### src/rtl/matrix_key_scan_if.sv
// ---------------------------------------------------------------------------
// matrix_key_scan_if
//   Bundles the key-matrix pins and the key-event outputs of matrix_key_scan.
//   Optional macro: KEY_RELEASE_FLAG_EN (adds the KEY_REL release pulse).
// Signals
//   ROW_IN     4  matrix rows from the board, pulled up, low = key closed
//   COL_OUT    4  column drive, low = driven column
//   KEY_VALID  1  one-cycle pulse per debounced press
//   KEY_CODE   4  {row[1:0],col[1:0]} of the last accepted key
//   KEY_DOWN   1  high while a debounced key is held
//   KEY_REL    1  one-cycle pulse on debounced release (KEY_RELEASE_FLAG_EN only)
// Modports
//   master  the scan controller (drives columns and key events)
//   slave   board/application side (drives rows, consumes key events)
// ---------------------------------------------------------------------------
interface matrix_key_scan_if;
  logic [3:0] ROW_IN;
  logic [3:0] COL_OUT;
  logic       KEY_VALID;
  logic [3:0] KEY_CODE;
  logic       KEY_DOWN;
`ifdef KEY_RELEASE_FLAG_EN
  logic       KEY_REL;

  modport master (
    input  ROW_IN,
    output COL_OUT, KEY_VALID, KEY_CODE, KEY_DOWN, KEY_REL
  );

  modport slave (
    output ROW_IN,
    input  COL_OUT, KEY_VALID, KEY_CODE, KEY_DOWN, KEY_REL
  );
`else
  modport master (
    input  ROW_IN,
    output COL_OUT, KEY_VALID, KEY_CODE, KEY_DOWN
  );

  modport slave (
    output ROW_IN,
    input  COL_OUT, KEY_VALID, KEY_CODE, KEY_DOWN
  );
`endif
endinterface

### src/rtl/matrix_key_scan.sv
// ---------------------------------------------------------------------------
// matrix_key_scan
//   Scan controller for a 4x4 active-low key matrix. Drives one column low at
//   a time, samples the synchronised rows, debounces the located key and
//   reports one key code per debounced press. Single-key reporting only.
//   Optional macro: KEY_RELEASE_FLAG_EN -> KEY_REL pulses on debounced release.
// Parameters
//   SETTLE_CYC  cycles each column is driven before rows are sampled (>=2)
//   DEB_CYC     stable cycles needed to accept a press or a release
// Ports
//   CLK   system clock
//   nRST  asynchronous active-low reset
//   kif   matrix_key_scan_if.master: ROW_IN in, COL_OUT/KEY_* out
// ---------------------------------------------------------------------------
module matrix_key_scan #(
  parameter int SETTLE_CYC = 4,
  parameter int DEB_CYC    = 1_000_000
) (
  input  logic              CLK,
  input  logic              nRST,
  matrix_key_scan_if.master kif
);

  // Timer also paces the column settle time, so it must hold either count.
  localparam int TW_D = $clog2(DEB_CYC + 1);
  localparam int TW_S = $clog2(SETTLE_CYC + 1);
  localparam int TW   = (TW_D > TW_S) ? TW_D : TW_S;

  localparam logic [TW-1:0] TIMER_ZERO     = {TW{1'b0}};
  localparam logic [TW-1:0] TIMER_ONE      = TW'(1);
  localparam logic [TW-1:0] TIMER_DEB_LAST = TW'(DEB_CYC - 1);
  localparam logic [TW-1:0] TIMER_SET_LAST = TW'(SETTLE_CYC - 1);

  typedef enum logic [2:0] {
    ST_IDLE      = 3'd0,
    ST_SCAN      = 3'd1,
    ST_DEB_PRESS = 3'd2,
    ST_HOLD      = 3'd3,
    ST_DEB_REL   = 3'd4
  } state_t;

  // Lowest-index low row; only meaningful when at least one row is low.
  function automatic logic [1:0] low_row(input logic [3:0] rows);
    logic [1:0] idx;
    if (!rows[0]) begin
      idx = 2'd0;
    end else if (!rows[1]) begin
      idx = 2'd1;
    end else if (!rows[2]) begin
      idx = 2'd2;
    end else begin
      idx = 2'd3;
    end
    return idx;
  endfunction

  logic [3:0]    row_meta_q;
  logic [3:0]    row_sync_q;
  state_t        state_q,     state_d;
  logic [TW-1:0] timer_q,     timer_d;
  logic [1:0]    col_q,       col_d;
  logic [1:0]    row_lat_q,   row_lat_d;
  logic [3:0]    col_out_q,   col_out_d;
  logic          key_valid_q, key_valid_d;
  logic [3:0]    key_code_q,  key_code_d;
  logic          key_down_q,  key_down_d;
  logic          key_rel_q,   key_rel_d;
  logic          lat_row_high;

  assign lat_row_high = row_sync_q[row_lat_q];

  // Two-flop synchroniser for the asynchronous row pins (idle = all high).
  always_ff @(posedge CLK or negedge nRST) begin
    if (!nRST) begin
      row_meta_q <= 4'b1111;
      row_sync_q <= 4'b1111;
    end else begin
      row_meta_q <= kif.ROW_IN;
      row_sync_q <= row_meta_q;
    end
  end

  // Next-state and output logic of the scan/debounce FSM.
  always_comb begin
    state_d     = state_q;
    timer_d     = timer_q;
    col_d       = col_q;
    row_lat_d   = row_lat_q;
    col_out_d   = col_out_q;
    key_valid_d = 1'b0;
    key_code_d  = key_code_q;
    key_down_d  = key_down_q;
    key_rel_d   = 1'b0;

    case (state_q)
      ST_IDLE: begin
        // All columns driven: any closed key pulls a row low.
        col_out_d = 4'b0000;
        timer_d   = TIMER_ZERO;
        if (row_sync_q != 4'b1111) begin
          state_d   = ST_SCAN;
          col_d     = 2'd0;
          col_out_d = 4'b1110;
        end else begin
          state_d   = ST_IDLE;
        end
      end

      ST_SCAN: begin
        if (timer_q == TIMER_SET_LAST) begin
          timer_d = TIMER_ZERO;
          if (row_sync_q != 4'b1111) begin
            // Keep the column driven so the latched row keeps tracking the key.
            row_lat_d = low_row(row_sync_q);
            state_d   = ST_DEB_PRESS;
          end else if (col_q == 2'd3) begin
            state_d   = ST_IDLE;
            col_d     = 2'd0;
            col_out_d = 4'b0000;
          end else begin
            col_d     = col_q + 2'd1;
            col_out_d = {col_out_q[2:0], col_out_q[3]};
          end
        end else begin
          timer_d = timer_q + TIMER_ONE;
        end
      end

      ST_DEB_PRESS: begin
        if (lat_row_high) begin
          state_d   = ST_IDLE;
          timer_d   = TIMER_ZERO;
          col_out_d = 4'b0000;
        end else if (timer_q == TIMER_DEB_LAST) begin
          state_d     = ST_HOLD;
          timer_d     = TIMER_ZERO;
          key_valid_d = 1'b1;
          key_code_d  = {row_lat_q, col_q};
          key_down_d  = 1'b1;
        end else begin
          timer_d = timer_q + TIMER_ONE;
        end
      end

      ST_HOLD: begin
        timer_d = TIMER_ZERO;
        if (lat_row_high) begin
          state_d = ST_DEB_REL;
        end else begin
          state_d = ST_HOLD;
        end
      end

      ST_DEB_REL: begin
        if (!lat_row_high) begin
          state_d = ST_HOLD;
          timer_d = TIMER_ZERO;
        end else if (timer_q == TIMER_DEB_LAST) begin
          state_d    = ST_IDLE;
          timer_d    = TIMER_ZERO;
          col_d      = 2'd0;
          col_out_d  = 4'b0000;
          key_down_d = 1'b0;
          key_rel_d  = 1'b1;
        end else begin
          timer_d = timer_q + TIMER_ONE;
        end
      end

      default: begin
        // Unreachable encoding: fall back to the reset picture.
        state_d     = ST_IDLE;
        timer_d     = TIMER_ZERO;
        col_d       = 2'd0;
        row_lat_d   = 2'd0;
        col_out_d   = 4'b0000;
        key_valid_d = 1'b0;
        key_code_d  = 4'h0;
        key_down_d  = 1'b0;
        key_rel_d   = 1'b0;
      end
    endcase
  end

  // FSM state, timer and registered outputs.
  always_ff @(posedge CLK or negedge nRST) begin
    if (!nRST) begin
      state_q     <= ST_IDLE;
      timer_q     <= TIMER_ZERO;
      col_q       <= 2'd0;
      row_lat_q   <= 2'd0;
      col_out_q   <= 4'b0000;
      key_valid_q <= 1'b0;
      key_code_q  <= 4'h0;
      key_down_q  <= 1'b0;
      key_rel_q   <= 1'b0;
    end else begin
      state_q     <= state_d;
      timer_q     <= timer_d;
      col_q       <= col_d;
      row_lat_q   <= row_lat_d;
      col_out_q   <= col_out_d;
      key_valid_q <= key_valid_d;
      key_code_q  <= key_code_d;
      key_down_q  <= key_down_d;
      key_rel_q   <= key_rel_d;
    end
  end

  assign kif.COL_OUT   = col_out_q;
  assign kif.KEY_VALID = key_valid_q;
  assign kif.KEY_CODE  = key_code_q;
  assign kif.KEY_DOWN  = key_down_q;
`ifdef KEY_RELEASE_FLAG_EN
  assign kif.KEY_REL   = key_rel_q;
`else
  // Release pulse is not exported in this build.
  logic unused_key_rel;
  assign unused_key_rel = key_rel_q;
`endif

endmodule

### src/flat_wrapper.sv
// flat-port wrapper written by rule: the top's interface ports become plain ports
module matrix_key_scan_flat 
#(
  parameter int SETTLE_CYC = 4,
  parameter int DEB_CYC    = 1_000_000
)
  (CLK, nRST, kif_ROW_IN, kif_COL_OUT, kif_KEY_VALID, kif_KEY_CODE, kif_KEY_DOWN);
  matrix_key_scan_if kif_i ();
  input  logic CLK;
  input  logic nRST;
  input wire logic [$bits(kif_i.ROW_IN)-1:0] kif_ROW_IN;
  output wire logic [$bits(kif_i.COL_OUT)-1:0] kif_COL_OUT;
  output wire logic [$bits(kif_i.KEY_VALID)-1:0] kif_KEY_VALID;
  output wire logic [$bits(kif_i.KEY_CODE)-1:0] kif_KEY_CODE;
  output wire logic [$bits(kif_i.KEY_DOWN)-1:0] kif_KEY_DOWN;
  assign kif_i.ROW_IN = kif_ROW_IN;
  assign kif_COL_OUT = kif_i.COL_OUT;
  assign kif_KEY_VALID = kif_i.KEY_VALID;
  assign kif_KEY_CODE = kif_i.KEY_CODE;
  assign kif_KEY_DOWN = kif_i.KEY_DOWN;
  matrix_key_scan #(.SETTLE_CYC(SETTLE_CYC), .DEB_CYC(DEB_CYC)) u_core (.CLK(CLK), .nRST(nRST), .kif(kif_i));
endmodule
### config.mk
export PLATFORM = sky130hd
export DESIGN_NAME = matrix_key_scan_flat
export DESIGN_NICKNAME = d
export VERILOG_FILES = /design/src/rtl/matrix_key_scan_if.sv /design/src/rtl/matrix_key_scan.sv /design/src/flat_wrapper.sv
export SDC_FILE = /design/constraint.sdc
export NUM_CORES = 1
export LEC_CHECK = 0
export ABC_CLOCK_PERIOD_IN_PS = 2000
export CORE_AREA = 4 4 65 79
export DETAILED_ROUTE_END_ITERATION = 16
export DIE_AREA = 0 0 69 83
export PLACE_DENSITY = 0.73
export SLEW_MARGIN = 15
export SYNTH_ARGS = -nofsm -noshare
export SYNTH_HDL_FRONTEND = slang
export SYNTH_SLANG_ARGS = --single-unit
### constraint.sdc
create_clock -name CLK -period 2 [get_ports CLK]
set_clock_uncertainty 0.05 [all_clocks]
set_input_delay 0.3 -clock CLK [delete_from_list [all_inputs] [get_ports CLK]]
set_output_delay 0.3 -clock CLK [all_outputs]
set_load 0.01 [all_outputs]
After elaboration in Yosys (flattened, before gate mapping)
Cells that the tools add are included.
- register bits after elaboration: 45
- latch bits: 0
- memories kept: 0
- ROM bits: 0
- bits of input ports: 6
- RAM bits: 0
- output and inout port bits: 10
- div/mod/pow operators: 0
- bitwise gates (word level): 5
- equal/unequal tests: 20
- reduce and logical (&&, ||, !) cells: 11
- order comparisons: 1
- mux-type cells: 49
- $mul: 0
- add/sub/neg operators: 2
- shifts and indexed selects: 0
- operators by type and width (operator ; count):
    $mux 20 ; 4
    $pmux 20 s3 ; 1
    $mux 4 ; 9
    $mux 3 ; 8
    $add 20x1->20 const B ; 1
    $eq 20x2->1 const B ; 1
    $eq 20x20->1 const B ; 1
    $mux 2 ; 10
    $pmux 4 s5 ; 1
    $pmux 3 s5 ; 1
    $ne 2x1->1 const B ; 7
    $reduce_and 6->1 ; 2
    $mux 1 ; 10
    $pmux 2 s4 ; 1
    $pmux 4 s2 ; 1
    $reduce_or 4->1 ; 2
    $eq 3x2->1 const B ; 2
    $ne 3x1->1 const B ; 2
    $reduce_and 3->1 ; 2
    $not 1->1 ; 5
    $reduce_and 5->1 ; 1
    $ne 2x2->1 const B ; 2
    $ne 4x4->1 const B ; 1
    $pmux 2 s2 ; 1
    12 further kinds ; 12

Longest topological paths before layout
- word-level depth: 6
- gate-level depth with buffers: 7
- mapped depth without buffers: 6

Worst setup path after synthesis
Ideal clock, no wire load.
- path kind: reg2reg
- start: reg u_core.row_lat_q[0]
- end: reg u_core.col_out_q[0] (netlist: u_core.kif.COL_OUT[0])
- slack: -71 ps
- buffers on the path: 0
- stages on the path, launching flop included: 6
- arrival: 1896 ps
- library setup time: 125 ps
- cells stage by stage: dfrtp_1 mux4_2 or3_4 o211ai_1 a211o_4 mux2_4
- longest elaborated chain between the ends: 4
- ends and longest elaborated chain (item ; RTL line ; text):
    start, declared ; matrix_key_scan.sv:62 ; logic [1:0] row_lat_q, row_lat_d;
    start signal, assigned ; matrix_key_scan.sv:201 ; row_lat_q <= row_lat_d;
    $bmux 1 s2 * ; matrix_key_scan.sv:70 ; assign lat_row_high = row_sync_q[row_lat_q];
    $mux 1 (implied by the code) * ; matrix_key_scan.sv:70 ;
    $ne 2x1->1 (no source line) ; n/a ;
    $reduce_and 6->1 (no source line) * ; n/a ;
    end signal, assigned ; matrix_key_scan.sv:202 ; col_out_q <= col_out_d;
    end, declared ; matrix_key_scan.sv:63 ; logic [3:0] col_out_q, col_out_d;
Every way passes the cells marked *; elsewhere a longest branch is shown, timed or not. The select of a mux whose other input is x is not followed.
A chain may end at the register's enable or synchronous reset.

Worst setup path in the final report
- start: reg u_core.row_lat_q[0]
- end: reg u_core.col_out_q[2] (netlist: u_core.kif.COL_OUT[2])
Same word-level chain as after synthesis.

==> run_results.csv <==
group,metric,value,unit
placement,place.port_buffers,15,
cells_and_area,drive_gt1_share,33.5,%
setup_path,critPathBufInv,0,
setup_path,slowest_stage,"mux4_2",
yosys,syn-cell-area,2230,µm²
clocking,cts_tree,"built",
timing,period_share,103,%
setup_path,critical_path.cell_chain,"mux4_2, or3_4, o211ai_1, a211o_4, mux2_4",
yosys,synthFlopType,"dfrtp_1",
setup_path,crit_path_end_kind,"register",
floorplanning,die_h,83,µm
floorplanning,fp.dieArea,5730,µm²
global_route,grt_pass1_vias,1795,
power_and_ir_drop,p_total,3430,µW
global_route,grt_pass1_wl,7980,µm
cells_and_area,syn_to_final_growth,34.3,%
placement,place_congestion,0.965,
yosys,netlist_instances,216,
global_route,antenna_found_initial,0,
detailed_routing,vias_per_cell,5.43,
clocking,clk_transition_reported_paths,0.09,ns
detailed_routing,route.detailed.drc,0,
floorplanning,num_rows,27,
power_and_ir_drop,leakage,0.00124,µW
setup_path,max_stage_delay,0.52,ns
global_route,overflow,0,
timing,grt_setup_unrepaired,"yes",
cells_and_area,nNetsFinal,285,
timing,fmax,0.486,GHz
detailed_routing,wl,4910,µm
yosys,synth-async-reset-ratio,100,%
yosys,synth.distinct_cells,45,
power_and_ir_drop,ir_worst_vdd,0.486,mV
cells_and_area,layout_common_cells,"buf_4, dfrtp_1, nor2_1",
clocking,htreeDepth,2,
timing,tightest_slew,0.557,ns
global_route,grtUsageTotal,17.2,%
clocking,cts.sink_count,45,
power_and_ir_drop,power_density,1140,nW/µm²
timing,slew_violations,0,
detailed_routing,first_pass_iters,4,
setup_path,worstSetupPathType,"reg2reg",
yosys,yosysWarnings,0,
floorplanning,start_util,50.0,%
floorplanning,die_w,69,µm
timing,relSlewSlack,62.9,%
yosys,ys_seq_elements,45,
clocking,clockBufferDepth,2,
yosys,synth_fp_nets,224,
clocking,clkLatencyLatePin,0.30,ns
floorplanning,core,4460,µm²
cells_and_area,fillerInstances,366,
hold_path,hold_class,"in2async",
timing,finalCriticalPeriod,2.06,ns
yosys,synth_seq_area_share,50.9,%
placement,dpl.hpwl,3370,µm
yosys,synth_edf_count,0,
placement,dp_slack,-0.0799,ns
detailed_routing,wl_per_cell,14.6,µm
setup_path,arrival,2.19,ns
clocking,root_buffer,"clkbuf_8",
yosys,syn_avg_cell_area,10.3,µm²
timing,setup_ws,-0.0572,ns
cells_and_area,diodes,0,
timing,setup_viol,23,
floorplanning,io_pins,16,
global_route,grt_max_degree,46,
setup_path,critPathTopFamily,"multiplexers",
cells_and_area,final_common_cell,"buf_4",
setup_path,cp_max_fo,4,
cells_and_area,multiInputGateArea,1140,µm²
cells_and_area,regArea,1140,µm²
detailed_routing,ant_nets,0,
job,drv_cap,0,
timing,hold_violations,0,
status,violations,"negative setup slack",
setup_path,cp.required,2.14,ns
clocking,cts_made_buffers,5,
status,status,"finished with violations",
detailed_routing,drtIter0Drc,127,
setup_path,start_kind,"register",
detailed_routing,dr_total_vias,1825,
-- metrics by stage --
step                      utilization (%)  hold slack, ns  std cells  TNS (ns)  cell area, µm²
final                                67.2          0.0198        336    -0.743            3000
after global routing                 67.2          0.0659        336     -3.48            3000
after CTS                            63.7          0.0388        331    -0.254            2840
after detailed placement             60.8           0.297        323    -0.597            2710
after global placement               60.8           0.295        323    -0.180            2710
after floorplan                         -         -0.0456        216    -0.284            2230
-- worst paths after layout --
path / start / endpoint / slack, ns / cells after the start
max: u_core.row_lat_q[0] / u_core.kif.COL_OUT[2] / -0.06 / 5
min: nRST / u_core.kif.COL_OUT[1] / 0.02 / 2
max reg2reg: u_core.row_lat_q[0] / u_core.kif.COL_OUT[2] / -0.06 / 5
min reg2reg: u_core.row_meta_q[0] / u_core.row_sync_q[0] / 0.30 / 0
max in group asynchronous: nRST / u_core.row_meta_q[3] / 1.49 / 2
min in group CLK: u_core.row_meta_q[0] / u_core.row_sync_q[0] / 0.30 / 0
-- timing repair --
| item | 4_1_cts | 5_1_grt |
|---|---|---|
| hold buffers | 0 | 0 |
| cloned | 0 | 2 |
| setup buffers | 0 | 3 |
| endpoints found under the setup margin | 31 | 34 |
| resized for setup | 6 | 33 |
| pin swaps | 4 | 18 |
-- synth_stat cells (5+ instances only) --
cell type | instances | area (µm²)
dfrtp_1 | 37 | 926
nor2_1 | 31 | 116
nand2_1 | 19 | 71.3
xnor2_1 | 13 | 114
dfstp_2 | 8 | 210
nand3_1 | 8 | 40.0
inv_1 | 7 | 26.3
nor3_1 | 7 | 35.0
nor4_1 | 7 | 43.8
o21ai_0 | 7 | 35.0
a31oi_1 | 5 | 31.3
xor2_1 | 5 | 43.8
-- sequential cells by signal, summed over array words and instances (netlist names) --
signal	count
u_core.kif.KEY_DOWN	1
u_core.kif.KEY_CODE	4
u_core.row_lat_q	2
u_core.col_q	2
u_core.row_meta_q	4
u_core.row_sync_q	4
u_core.state_q	3
u_core.kif.KEY_VALID	1
u_core.timer_q	20
u_core.kif.COL_OUT	4
-- kinds of logic after synthesis --
family	after synthesis	synth area share, %
and+or+nand+nor	98	22.7
DFF	45	50.9
AOI/OAI and AO/OA	34	11.4
xor gates and xnor gates	18	7.07
buffers and inverters	14	3.03
muxes	5	3.70
adders and majority gates	2	1.12
-- per-layer routing --
| layer | GRT usage (%) | share of wire (%) | vias to the layer above |
|---|---|---|---|
| met5 | 0 | 0 | - |
| met4 | 7.28 | 2.9 | 0 |
| met3 | 3.75 | 2.9 | 14 |
| met2 | 29.7 | 54 | 31 |
| met1 | 20.4 | 41 | 894 |
| li1 | - | - | 886 |
-- area by class of cell --
class | count | share of cell area, %
Tap cell | 58 | 2.42
Clock buffer | 6 | 2.76
Sequential cell | 45 | 37.9
Clock inverter | 2 | 1.25
Multi-Input combinational cell | 157 | 38.0
Timing Repair Buffer | 60 | 16.6
Inverter | 8 | 1.00
-- power by group --
group          internal, µW  total, µW  switching, µW
sequential             1050       1200            152
combinational           776       1520            742
clock                   406        709            303
Power figures use the tool's default switching activity.
